`config.mk`:
```
export PLATFORM = sky130hd
export DESIGN_NAME = fetch_sequencer
export DESIGN_NICKNAME = d
export VERILOG_FILES = /design/src/rtl/fetch_pkg.sv /design/src/rtl/fetch_sequencer_sat_counter.sv /design/src/rtl/fetch_sequencer.sv
export SDC_FILE = /design/constraint.sdc
export NUM_CORES = 1
export LEC_CHECK = 0
export ABC_AREA = 1
export BUFFER_PORTS_ARGS = -buffer_cell sky130_fd_sc_hd__buf_2
export CAP_MARGIN = 15
export CORE_AREA = 2 2 64 66
export CTS_CLUSTER_SIZE = 40
export DETAILED_ROUTE_END_ITERATION = 16
export DIE_AREA = 0 0 66 68
export GPL_TIMING_DRIVEN = 0
export HOLD_SLACK_MARGIN = 0.05
export PLACE_DENSITY = 0.88
export SYNTH_ARGS = -nofsm -noshare
export SYNTH_HDL_FRONTEND = slang
export SYNTH_SLANG_ARGS = --single-unit
```
`constraint.sdc`:
```
create_clock -name Clk -period 1.9 [get_ports Clk]
set_input_delay 0.285 -clock Clk [delete_from_list [all_inputs] [get_ports Clk]]
set_output_delay 0.285 -clock Clk [all_outputs]
set_load 0.1 [all_outputs]
```
`src/rtl/fetch_pkg.sv`:
```
// Shared types and constants for the fetch sequencer: FSM states, program entry table, halt encoding.
package fetch_pkg;
  localparam int PC_W    = 8;
  localparam int INSTR_W = 9;

  typedef enum logic [1:0] {IDLE, RUN, HALT} state_t;

  // Entry address per ProgSel; slot 3 is the illegal select and never used as a target.
  localparam logic [3:0][PC_W-1:0] PROG_BASE = {8'd0, 8'd45, 8'd26, 8'd0};

  localparam logic [INSTR_W-1:0] HALT_WORD = '0;
endpackage

```
`src/rtl/fetch_sequencer_sat_counter.sv`:
```
// Width-parameterised up-counter that sticks at all-ones; clear has priority over enable.
module sat_counter #(
  parameter int W = 16
) (
  input  logic         clk,
  input  logic         rst_n,
  input  logic         clr,
  input  logic         en,
  output logic [W-1:0] cnt
);
  always_ff @(posedge clk) begin
    if (!rst_n)                cnt <= '0;
    else if (clr)              cnt <= '0;
    else if (en && cnt != '1)  cnt <= cnt + 1'b1;
  end
endmodule

```
`src/rtl/fetch_sequencer.sv`:
```
// PC sequencer: starts a resident program, advances/stalls/branches each cycle, stops on the halt word.
module fetch_sequencer #(
  parameter int PC_W       = fetch_pkg::PC_W,
  parameter int INSTR_W    = fetch_pkg::INSTR_W,
  parameter int CYC_W      = 16,
  parameter int PROG0_BASE = int'(fetch_pkg::PROG_BASE[0]),
  parameter int PROG1_BASE = int'(fetch_pkg::PROG_BASE[1]),
  parameter int PROG2_BASE = int'(fetch_pkg::PROG_BASE[2])
) (
  input  logic               Clk,
  input  logic               Reset_n,
  input  logic               Start,
  input  logic [1:0]         ProgSel,
  input  logic [INSTR_W-1:0] Instr,
  input  logic               Stall,
  input  logic               BranchTaken,
  input  logic [PC_W-1:0]    BranchTarget,
  output logic [PC_W-1:0]    PC,
  output logic               InstrValid,
  output logic               Busy,
  output logic               Done,
  output logic [CYC_W-1:0]   CycleCount,
  output logic               Fault
);
  import fetch_pkg::*;

  localparam logic [3:0][PC_W-1:0] BASES = {
    PC_W'(0), PC_W'(PROG2_BASE), PC_W'(PROG1_BASE), PC_W'(PROG0_BASE)
  };

  state_t          state, state_nxt;
  logic [PC_W-1:0] pc_nxt;
  logic            done_nxt, fault_nxt, start_ok, is_halt;

  assign is_halt    = (Instr == INSTR_W'(HALT_WORD));
  assign Busy       = (state == RUN);
  assign InstrValid = Busy && !is_halt && !Stall;

  always_comb begin
    state_nxt = state;
    pc_nxt    = PC;
    done_nxt  = Done;
    fault_nxt = Fault;
    start_ok  = 1'b0;
    unique case (state)
      IDLE: begin
        if (Start) begin
          if (ProgSel != 2'd3) begin
            start_ok  = 1'b1;
            pc_nxt    = BASES[ProgSel];
            done_nxt  = 1'b0;
            fault_nxt = 1'b0;
            state_nxt = RUN;
          end else begin
            fault_nxt = 1'b1;
          end
        end
      end
      RUN: begin
        // Halt outranks stall and branch; a branch during stall is re-presented later.
        if (is_halt) begin
          done_nxt  = 1'b1;
          state_nxt = HALT;
        end else if (Stall) begin
          pc_nxt = PC;
        end else if (BranchTaken) begin
          pc_nxt = BranchTarget;
        end else if (PC == '1) begin
          // Running off the top of memory is a fault, never a wrap to 0.
          fault_nxt = 1'b1;
          done_nxt  = 1'b1;
          state_nxt = HALT;
        end else begin
          pc_nxt = PC + 1'b1;
        end
      end
      HALT: begin
        if (!Start) state_nxt = IDLE;
      end
      default: state_nxt = IDLE;
    endcase
  end

  always_ff @(posedge Clk) begin
    if (!Reset_n) begin
      state <= IDLE;
      PC    <= '0;
      Done  <= 1'b0;
      Fault <= 1'b0;
    end else begin
      state <= state_nxt;
      PC    <= pc_nxt;
      Done  <= done_nxt;
      Fault <= fault_nxt;
    end
  end

  sat_counter #(.W(CYC_W)) u_cyc (
    .clk   (Clk),
    .rst_n (Reset_n),
    .clr   (start_ok),
    .en    (state == RUN),
    .cnt   (CycleCount)
  );
endmodule

```
=== Yosys cells after proc, flatten, opt, wreduce, memory -nomap -nowiden ===
Index checks and enable logic that the tools add are counted.

* Register bits after elaboration: 28
* Input port bits: 24
* Output and inout bits: 28
* Logic and storage cells: 69

* Add/subtract/negate cells: 2
* $lt $le $gt $ge: 1
* Equality and inequality tests: 16
* Mux-type cells: 31
* Bitwise operators: 1
* Reductions and logical operators: 13

{| class="wikitable"
|+ Operators with widths
! cell !! count
|-
| 8-bit two-way mux || 7
|-
| 6-bit AND reduction || 4
|-
| 16-bit by 1-bit adder with 16-bit output, second input constant || 1
|-
| 8-bit binary-select mux with 2-bit select || 1
|-
| 16-bit != test, second input constant || 1
|-
| 8-bit case mux with 2 select lines || 1
|-
| 2-bit two-way mux || 7
|-
| 2-bit != test, second input constant || 7
|-
| 1-bit two-way mux || 12
|-
| 9-bit logical NOT || 1
|-
| 8-bit by 1-bit adder with 8-bit output, second input constant || 1
|-
| 8-bit equality test, second input constant || 1
|-
| 3-bit by 2-bit != test with 1-bit output, second input constant || 2
|-
| 2-bit case mux with 3 select lines || 1
|-
| 1-bit case mux with 2 select lines || 2
|-
| 1-bit logical AND || 3
|-
| 2-bit by 3-bit < comparator with 1-bit output, second input constant || 1
|-
| 3-bit by 1-bit != test with 1-bit output, second input constant || 1
|-
| 3-bit != test, second input constant || 1
|-
| 2-bit by 1-bit equality test with 1-bit output, second input constant || 1
|-
| 2-bit equality test, second input constant || 1
|-
| 1-bit logical NOT || 2
|-
| 2-bit logical NOT || 1
|-
| 2-bit by 1-bit != test with 1-bit output, second input constant || 1
|-
| other kinds (3) || 3
|}

=== Longest topological paths before layout ===
Gate-level depths: netlist of the first run.

* Word-level depth: 6
* Depth in mapped cells: 10
* Depth with buffers taken out: 10

=== By module ===
Synthesis of the first run repeated with hierarchy kept, for this count alone.

* Cell total of the unflattened synthesis: 328
* Area total of the unflattened synthesis: 1,919.3 µm²

{| class="wikitable"
|+ Modules (own cells, without submodules)
! module !! instances !! cells each !! area each (µm²) !! seq. area each (µm²)
|-
| fetch_sequencer || 1 || 175 || 1,008.5 || 240.2
|-
| sat_counter || 1 || 153 || 910.9 || 320.3
|}

=== Least setup slack after synthesis of the first run ===
Ideal clock, no wire load.

* Path type: reg2out
* Start: register state[0]
* End: output port InstrValid
* Arrival: 2,182 ps
* Required time: 1,615 ps
* Setup slack: -567 ps
* Cell stages (with the launch flop): 6
* Buffers on the path: 1
* Path through: dfxtp_1 -> inv_1 -> nor2_4 -> clkbuf_8 -> nand2_1 -> nor2_1

* Longest elaborated chain between the ends: 3

{| class="wikitable"
|+ Ends and longest elaborated chain
! what !! line !! source
|-
| from (decl) || fetch_sequencer.sv:31 || <nowiki>state_t state, state_nxt;</nowiki>
|-
| from (signal assigned) || fetch_sequencer.sv:91 || <nowiki>state <= state_nxt;</nowiki>
|-
| 2-bit by 1-bit equality test with 1-bit output || fetch_sequencer.sv:36 || <nowiki>assign Busy = (state == RUN);</nowiki>
|-
| via Busy || fetch_sequencer.sv:20 || <nowiki>output logic Busy,</nowiki>
|-
| 1-bit logical AND (2 in a row) || fetch_sequencer.sv:37 || <nowiki>assign InstrValid = Busy && !is_halt && !Stall;</nowiki>
|-
| to (decl) || fetch_sequencer.sv:19 || <nowiki>output logic InstrValid,</nowiki>
|}

The timed path passes the listed nets, and every way through them passes these cells.

=== Worst setup path in the final report of the first run ===
* Start: register state[0]
* End: output port InstrValid

* Longest elaborated chain between the ends: 3

{| class="wikitable"
|+ Ends and longest elaborated chain
! what !! line
|-
| 2-bit by 1-bit equality test with 1-bit output || fetch_sequencer.sv:36
|-
| 1-bit logical AND (2 in a row) || fetch_sequencer.sv:37
|}

Every way passes these cells.

==> results of run 1 <==
==> synthesized netlist by cell type (all sizes together) <==
| cell | n | area [um^2] |
|---|---|---|
| clkbuf | 2 | 17.5 |
| dfxtp | 28 | 561 |
| nand3 | 24 | 130 |
| nand2 | 111 | 472 |
| a31oi | 1 | 6.26 |
| nor2 | 50 | 205 |
| buf | 3 | 38.8 |
| nand4 | 3 | 18.8 |
| xnor2 | 5 | 43.8 |
| ha | 5 | 62.6 |
| inv | 31 | 116 |
| o21ai | 8 | 43.8 |
| nand3b | 2 | 15.0 |
| xor2 | 3 | 26.3 |
| a21oi | 20 | 138 |
| nor3 | 7 | 56.3 |
| o21a | 1 | 7.51 |
==> layout make-up <==
type                    instances  area (um^2)
flip-flops and latches         28          592
fillers                       380         1460
well taps                      50         62.6
clock buffers                   3         41.3
multi-input cells             240         1230
clock inverters                 1         30.0
inverters                      31          116
plain buffers                   5         56.3
repair buffers                 50          263
==> sequential cells by signal (all words and copies together) (netlist names) <==
name       cells
state          2
Done           1
u_cyc.cnt     16
Fault          1
PC             8
==> path summary, 6_finish.rpt <==
| check | start | end | slack (ps) | cells past startpoint |
|---|---|---|---|---|
| max | state[0] | InstrValid | 70 | 6 |
| min | Start | state[1] | 260 | 3 |
| max reg2reg | u_cyc.cnt[0] | u_cyc.cnt[0] | 190 | 9 |
| min reg2reg | Done | Done | 470 | 2 |
==> critical path: stages (launching register included) <==
cell      delay [ps]
dfxtp_1          380
inv_1             90
nor2_4           170
clkbuf_8         200
nand2_1           90
nor2_4           110
buf_8            200
==> power by group through the flow <==
stage | clock network, mW | logic, mW | registers [mW]
final | 0.496 | 0.645 | 0.679
after global routing | 0.519 | 0.694 | 0.687
after CTS | 0.496 | 0.643 | 0.678
after detailed placement | 0 | 0.641 | 0.690
after global placement | 0 | 0.630 | 0.689
after floorplan | 0 | 0.283 | 0.926
==> timing repair <==
item / 4_1_cts / 5_1_grt
resized for setup: 1 / 3
cloned: 0 / 0
endpoints found under the setup margin: 1 / 2
hold buffers: 0 / 0
endpoints found under the hold margin: 0 / 0
==> metal layers <==
layer  track usage  share of wire  vias to the layer above
li1              -              -                     1066
met2         0.391           0.48                       67
met3        0.0214          0.066                        5
met1         0.273           0.44                      914
met5             0              0                        -
met4        0.0893          0.016                        0
==> cells by family (layout without fill, tap and decap cells) <==
logic type / count (synthesis) / in the layout
fa+ha+maj: 5 / 5
xor+xnor: 8 / 8
compound gates: 30 / 30
simple gates: 197 / 197
flops: 28 / 28
buf+inv: 36 / 90
==> metrics by stage <==
| step | hold slack [ps] | instance area [um^2] | cells | setup TNS [ps] |
|---|---|---|---|---|
| finish | 258 | 2390 | 408 | 0 |
| global route | 291 | 2390 | 408 | -14.5 |
| CTS | 261 | 2380 | 408 | 0 |
| detailed placement | 451 | 2310 | 404 | 0 |
| global placement | 450 | 2310 | 404 | 0 |
| floorplan | 450 | 2000 | 304 | 0 |
==> flow_summary.json, run 1 <==
{
  "status": "finished clean",
  "yosysWarnings": 0,
  "track_usage": 0.220,
  "synth-xor-area-share": 0.0358,
  "drive_gt1_frac": 0.338,
  "portBuffers": 50,
  "hp-class": "in2reg",
  "swShare": 0.413,
  "yosysSeqAreaShare": 0.286,
  "grt_pass1_wl_um": 7670,
  "area_growth_pct": 22.2,
  "p_comb_frac": 0.355,
  "numClockSinks": 28,
  "cp.arrival_ps": 1550,
  "hold_viol": 0,
  "synth_top_family_by_area": "simple AND/OR/NAND/NOR gates",
  "cts_made_buffers": 3,
  "yosys.cell_types.count": 30,
  "h-tree-depth": 1,
  "required_ps": 1620,
  "yosys-mux-area-fraction": 0,
  "rsz0062_at_grt": "true",
  "final_util": 0.621,
  "final-max-slew-violation-count": 0,
  "synth_fa_ha_area_frac": 0.0319,
  "synth-simple-area-share": 0.458,
  "post_cts_buffers": 0,
  "mostFrequentLayoutCells": "nand2_1 (95), buf_2 (48), nor2_1 (44)",
  "post_drt_wl_per_cell_um": 11.3,
  "nets": 388,
  "pwr-share-seq": 0.373,
  "cp-end-kind": "output port",
  "insertion_delay_ps": 290,
  "synth-compound-area-share": 0.0997,
  "ys_seq_elements": 28,
  "avgSynthCellArea_um2": 6.44,
  "finalClockSkew_ps": 6.80,
  "final_common_cell": "nand2_1",
  "dp_hpwl_um": 3620,
  "start_kind": "flop",
  "vias": 2052,
  "ir_worst_vdd_uv": 483,
  "dr.first_iter.drc_count": 103,
  "vias_per_cell": 5.03,
  "first_global_vias": 1786,
  "placementRows": 23,
  "gp_congestion": 0.866,
  "finalCriticalPeriod_ps": 1830,
  "die_area_um2": 4490,
  "clock_path_buffers": 2,
  "finalSetupViolations": 0,
  "ant_nets": 0,
  "leakagePower_nw": 1.09,
  "drcViolationCount": 0,
  "power_mw": 1.82,
  "syn-cell-area_um2": 1960,
  "synth_nets": 333,
  "clkTransAtPathRegs_ps": 110,
  "max_freq_ghz": 0.546,
  "crit_fanout": 10,
  "n_antenna_cell": 0,
  "clockRootBuffer": "clkbuf_8",
  "p_switching_mw": 0.751,
  "layout_setup_ws_ps": 67.0,
  "num_io_pins": 52,
  "antenna_found_initial": 0,
  "die-height_um": 68,
  "critical_path_class": "reg2out",
  "pwr-share-clk": 0.272,
  "post-route-period-util": 0.965,
  "drv_cap": 0,
  "cts_tree": "done",
  "grt_max_degree": 17,
  "slew_headroom": 0.677,
  "synth_cells": 304,
  "overflow": 0,
  "die_w_um": 66,
  "power.density_nw_per_um2": 760,
  "power.internal_mw": 1.07,
  "drt-total-wl_um": 4620,
  "start_util": 0.508,
  "core-area_um2": 3860,
  "preCtsSetupSlack_ps": 211,
  "drtPass1Iterations": 5,
  "tightest_slew_ps": 487
}
(Power assumes the default switching activity.)
==> run 2, diff against run 1 <==
--- a/config.mk
+++ b/config.mk
@@ -14,7 +14,8 @@
 export DIE_AREA = 0 0 66 68
 export GPL_TIMING_DRIVEN = 0
 export HOLD_SLACK_MARGIN = 0.05
-export PLACE_DENSITY = 0.88
+export PLACE_DENSITY = 0.87
 export SYNTH_ARGS = -nofsm -noshare
 export SYNTH_HDL_FRONTEND = slang
+export SYNTH_HIERARCHICAL = 1
 export SYNTH_SLANG_ARGS = --single-unit
==> flow_summary.json, run 2 <==
{
  "worstRegToRegCells": 12,
  "path_delay_family": "buffers and inverters",
  "hold_path_depth": 5,
  "ys_seq_elements": 28,
  "critical_path_class": "reg2out",
  "synth_top_area_frac": 0.292,
  "synth_nets": 357,
  "final_common_cell": "nand2_1",
  "antenna_found_initial": 0,
  "rsz0062_at_grt": "false",
  "grt_max_degree": 16,
  "max_stage_delay_ps": 410,
  "yosysWarnings": 6,
  "ant_nets": 0,
  "synthFlopType": "dfxtp_1",
  "ys_top_cells_by_area": "dfxtp_1 (29%), nand2_1 (18%), nor2_1 (14%), inv_1 (7.8%), nand3_1 (7.3%)",
  "finalCriticalPeriod_ps": 1820,
  "cts_resized": 5,
  "drtPass1Iterations": 4,
  "worstSetupStartpoint": "state[0]",
  "die_w_um": 66,
  "post-route-period-util": 0.960,
  "drive_gt1_frac": 0.243,
  "power.density_nw_per_um2": 1260,
  "slew_headroom": 0.674,
  "preCtsSetupSlack_ps": 94.5,
  "clockRootBuffer": "clkbuf_8",
  "post_drt_wl_per_cell_um": 10.7,
  "yosysSeqAreaShare": 0.292,
  "cts_made_buffers": 3,
  "dp_cells": 429,
  "grt_pass1_wl_um": 7550,
  "avgSynthCellArea_um2": 5.85,
  "path_cells": "inv_2 -> nor2_2 -> buf_6 -> nand2_1 -> nor2_4 -> buf_6",
  "synth_edf_count": 0,
  "hp-start": "Reset_n",
  "cp_common_cell": "buf_6",
  "start_util": 0.498,
  "leakagePower_nw": 1.14,
  "worst-path-buf-inv": 3,
  "largest_reg_flops": 16,
  "numClockSinks": 28,
  "tightest_slew_ps": 492,
  "async_reset_ff_frac": 0,
  "num_io_pins": 52,
  "cp-end-kind": "output port",
  "drv_cap": 0,
  "synth-simple-area-share": 0.488,
  "hp-class": "in2reg",
  "drcViolationCount": 0,
  "synth_cells": 328,
  "layout_setup_ws_ps": 76.9,
  "insertion_delay_ps": 280,
  "synth-xor-area-share": 0.00913,
  "yosysTopAreaCell": "dfxtp_1",
  "final_cell_area_um2": 2330,
  "cp.arrival_ps": 1540,
  "hold_viol": 0,
  "timing.rr.start": "state[0]",
  "r2r-end": "u_cyc/cnt[8]",
  "synth_top_family_by_area": "simple AND/OR/NAND/NOR gates",
  "track_usage": 0.212,
  "n_antenna_cell": 0,
  "drt-total-wl_um": 4630,
  "post_cts_buffers": 0,
  "yosys.cell_types.count": 25,
  "finalSetupViolations": 0,
  "vias": 2189,
  "syn-cell-area_um2": 1920,
  "synth_commonest_cells": "nand2_1 (93), nor2_1 (71), inv_1 (40)",
  "postPlaceCellArea_um2": 2260,
  "clkTransAtPathRegs_ps": 100,
  "dp_hpwl_um": 3640,
  "regMostFlops": "u_cyc/cnt",
  "top_regs": "u_cyc/cnt (16), PC (8), state (2)",
  "placementRows": 23,
  "core-area_um2": 3860,
  "clock_path_buffers": 2,
  "h-tree-depth": 1,
  "gp_congestion": 0.901,
  "crit_fanout": 15,
  "whs_endpoint": "state[0]",
  "fin_cells": 433,
  "mostFrequentLayoutCells": "nand2_1 (93), nor2_1 (69), buf_2 (53)",
  "area_growth_pct": 21.6,
  "finalClockSkew_ps": 2.01,
  "yosys-mux-area-fraction": 0,
  "yosysMostFrequentCell": "nand2_1",
  "hold_buffers": 0,
  "overflow": 0,
  "cts_tree": "done",
  "cp_slowest_cell": "dfxtp_1",
  "synth-compound-area-share": 0.0743,
  "start_kind": "flop",
  "ir_worst_vdd_uv": 633,
  "die_area_um2": 4490,
  "final_util": 0.605,
  "portBuffers": 51,
  "nets": 413,
  "final-max-slew-violation-count": 0,
  "die-height_um": 68,
  "vias_per_cell": 5.06,
  "required_ps": 1620,
  "max_freq_ghz": 0.549,
  "synth_fa_ha_area_frac": 0.0326,
  "tns_ps": 0,
  "dr.first_iter.drc_count": 130,
  "status": "finished clean",
  "ff2ff_setup_slack_ps": 190,
  "first_global_vias": 1886
}
-- run 2: cell types whose count changed in the layout (fill, tap and decap cells not counted), moves of 4 or more --
cell,delta
nor2_1,+25
nand3_1,+6
inv_1,+13
nand4_1,+5
dfxtp_2,-4
buf_2,+5
a21oi_1,+7
nand2_2,-11
a21oi_2,-10
xnor2_1,-5
dfxtp_1,+6
-- run 2: worst reg2reg max path, stage by stage (launching register included) --
cell and delay [ps]:
dfxtp_1 410, inv_2 70, nor2_2 170, buf_6 190
nand2_1 90, inv_1 100, nand2_1 110, inv_1 120
nand2_1 60, nor2_1 130, nand2_1 70, nand2_1 60
nor2_1 40
-- run 2: layout make-up --
| type | count | area (um^2) |
|---|---|---|
| clock buffers | 4 | 55.1 |
| multi-input cells | 251 | 1170 |
| inverters | 43 | 161 |
| well taps | 50 | 62.6 |
| plain buffers | 6 | 42.5 |
| flip-flops and latches | 28 | 579 |
| repair buffers | 51 | 264 |
| fillers | 383 | 1520 |
-- run 2: kinds of logic (layout without fill, tap and decap cells) --
kind of cell	after synthesis	after routing
AND/OR/NAND/NOR	216	216
buffers and inverters	49	104
AO/OA/AOI/OAI	28	28
flip-flops	28	28
adder cells (fa/ha/maj)	5	5
XOR/XNOR	2	2
-- run 2: layer usage --
layer | global-route usage | share of wire | up-vias
li1 | - | - | 1136
met1 | 0.246 | 0.42 | 987
met2 | 0.403 | 0.51 | 61
met3 | 0.0280 | 0.052 | 5
met4 | 0.0714 | 0.011 | 0
met5 | 0 | 0 | -
-- run 2: worst max-delay path by stage --
stage / cells after the start / to / slack, ps
finish: 6 / InstrValid / 80
global route: 6 / InstrValid / 6
CTS: 6 / InstrValid / 80
detailed placement: 6 / InstrValid / 90
global placement: 6 / InstrValid / 150
floorplan: 6 / u_cyc/cnt[13] / 1
-- run 2: power breakdown --
part           switching (mW)  internal, mW  total [mW]
clock                   0.191         0.186       0.377
sequential              0.126         0.706       0.832
combinational            1.32         0.409        1.73
-- run 2: per-stage QoR --
step                hold slack (ps)  power [mW]
floorplan                       474        2.27
global placement                439        2.52
detailed placement              452        2.56
CTS                             313        2.95
global route                    335        3.13
finish                          313        2.94
==> run 3, diff against run 2 <==
--- a/config.mk
+++ b/config.mk
@@ -8,13 +8,14 @@
 export ABC_AREA = 1
 export BUFFER_PORTS_ARGS = -buffer_cell sky130_fd_sc_hd__buf_2
 export CAP_MARGIN = 15
-export CORE_AREA = 2 2 64 66
+export CORE_AREA = 2 2 82 53
 export CTS_CLUSTER_SIZE = 40
 export DETAILED_ROUTE_END_ITERATION = 16
-export DIE_AREA = 0 0 66 68
+export DIE_AREA = 0 0 84 55
 export GPL_TIMING_DRIVEN = 0
 export HOLD_SLACK_MARGIN = 0.05
-export PLACE_DENSITY = 0.87
+export PLACE_DENSITY = 0.86
+export RECOVER_POWER = 50
 export SYNTH_ARGS = -nofsm -noshare
 export SYNTH_HDL_FRONTEND = slang
 export SYNTH_HIERARCHICAL = 1
==> flow_summary.json, run 3 (synthesis results as in run 2) <==
{
  "portBuffers": 51,
  "power.density_nw_per_um2": 1260,
  "regMostFlops": "u_cyc/cnt",
  "h-tree-depth": 1,
  "clockRootBuffer": "clkbuf_8",
  "drive_gt1_frac": 0.233,
  "drtPass1Iterations": 5,
  "post-route-period-util": 0.954,
  "num_io_pins": 52,
  "p_switching_mw": 1.65,
  "drv_cap": 0,
  "post_drt_wl_per_cell_um": 11.9,
  "vias": 2243,
  "grt_pass1_wl_um": 7970,
  "post_cts_buffers": 0,
  "p_comb_frac": 0.600,
  "pwr-share-clk": 0.109,
  "mostFrequentLayoutCells": "nand2_1 (93), nor2_1 (69), inv_1 (40)",
  "area_growth_pct": 20.1,
  "max_stage_delay_ps": 410,
  "finalClockSkew_ps": 1.79,
  "hold_viol": 0,
  "gp_congestion": 0.935,
  "path_cells": "inv_2 -> nor2_2 -> buf_6 -> nand2_1 -> nor2_4 -> buf_8",
  "hp-class": "in2reg",
  "cp_slowest_cell": "dfxtp_1",
  "tightest_slew_ps": 570,
  "drcViolationCount": 0,
  "largest_reg_flops": 16,
  "finalSetupViolations": 0,
  "dr.first_iter.drc_count": 176,
  "n_antenna_cell": 0,
  "slew_headroom": 0.622,
  "top_regs": "u_cyc/cnt (16), PC (8), state (2)",
  "finalCriticalPeriod_ps": 1810,
  "final_common_cell": "nand2_1",
  "cts_made_buffers": 3,
  "die_area_um2": 4620,
  "start_util": 0.493,
  "antenna_found_initial": 0,
  "pwr-share-seq": 0.291,
  "start_kind": "flop",
  "first_global_vias": 1793,
  "max_freq_ghz": 0.552,
  "placementRows": 18,
  "worst-path-buf-inv": 3,
  "vias_per_cell": 5.19,
  "numClockSinks": 28,
  "preCtsSetupSlack_ps": 109,
  "insertion_delay_ps": 270,
  "drt-total-wl_um": 5140,
  "clock_path_buffers": 2,
  "core-area_um2": 3900,
  "dp_hpwl_um": 3990,
  "overflow": 0,
  "hold_buffers": 0,
  "status": "finished clean",
  "clkTransAtPathRegs_ps": 90,
  "ant_nets": 0,
  "nets": 413,
  "track_usage": 0.218,
  "cp.arrival_ps": 1530,
  "swShare": 0.570,
  "final-max-slew-violation-count": 0,
  "hold-worst-slack_ps": 323,
  "die_w_um": 84,
  "leakagePower_nw": 1.11,
  "power.internal_mw": 1.25,
  "path_delay_family": "buffers and inverters",
  "die-height_um": 55,
  "cp-end-kind": "output port",
  "critical_path_class": "reg2out",
  "grt_max_degree": 16,
  "cts_tree": "done",
  "ir_worst_vdd_uv": 1070,
  "layout_setup_ws_ps": 87.1,
  "crit_fanout": 15,
  "required_ps": 1620
}
==> run 3: cell type report <==
cell class | count | area [um^2]
Inverter | 43 | 161
Clock buffer | 3 | 41.3
Timing Repair Buffer | 51 | 268
Tap cell | 50 | 62.6
Fill cell | 390 | 1590
Buffer | 6 | 41.3
Multi-Input combinational cell | 251 | 1150
Sequential cell | 28 | 579
==> run 3: layer usage <==
metal / GRT usage / vias up / part of all wire / routed length, um
li1: - / 1132 / - / -
met1: 0.296 / 1026 / 0.47 / 2420
met2: 0.357 / 81 / 0.44 / 2260
met3: 0.0593 / 4 / 0.086 / 442
met4: 0.0457 / 0 / 0.0037 / 19
met5: 0 / - / 0 / 0
==> run 3: power groups by stage <==
stage,sequential [mW],combinational [mW],clock (mW)
5_1_grt,0.859,1.87,0.351
2_1_floorplan,1.48,0.792,0
4_1_cts,0.835,1.74,0.324
3_5_place_dp,0.847,1.72,0
3_3_place_gp,0.837,1.69,0
6_report,0.845,1.74,0.315
==> run 3: what timing repair did <==
item                       in CTS  in global routing
setup endpoints to repair       2                  5
pin swaps                       0                  0
gates resized for setup         4                  2
==> run 3: metrics by stage <==
stage	instance area [um^2]	util	cells	TNS (ps)	power (mW)
4_1_cts	2320	0.595	432	0	2.90
3_3_place_gp	2260	0.581	429	0	2.52
5_1_grt	2300	0.592	432	-8.32	3.08
3_5_place_dp	2260	0.581	429	0	2.56
6_report	2300	0.592	432	0	2.90
2_1_floorplan	1950	-	328	0	2.27
==> run 3: final timing paths <==
path	slack, ps	to	cells after the start	startpoint
max	90	InstrValid	6	state[0]
max reg2reg	180	u_cyc/cnt[8]	12	state[0]
min	320	state[0]	5	Reset_n
min reg2reg	460	Done	2	Done
==> run 3: worst reg2reg max path, cell delays in order, from the launching register on <==
cell and delay, ps:
dfxtp_1 410, inv_2 80, nor2_2 180, buf_6 200, nand2_1 80, inv_1 100
nand2_1 100, inv_1 130, nand2_1 60, nor2_1 150, nand2_1 70, nand2_1 60
nor2_1 30
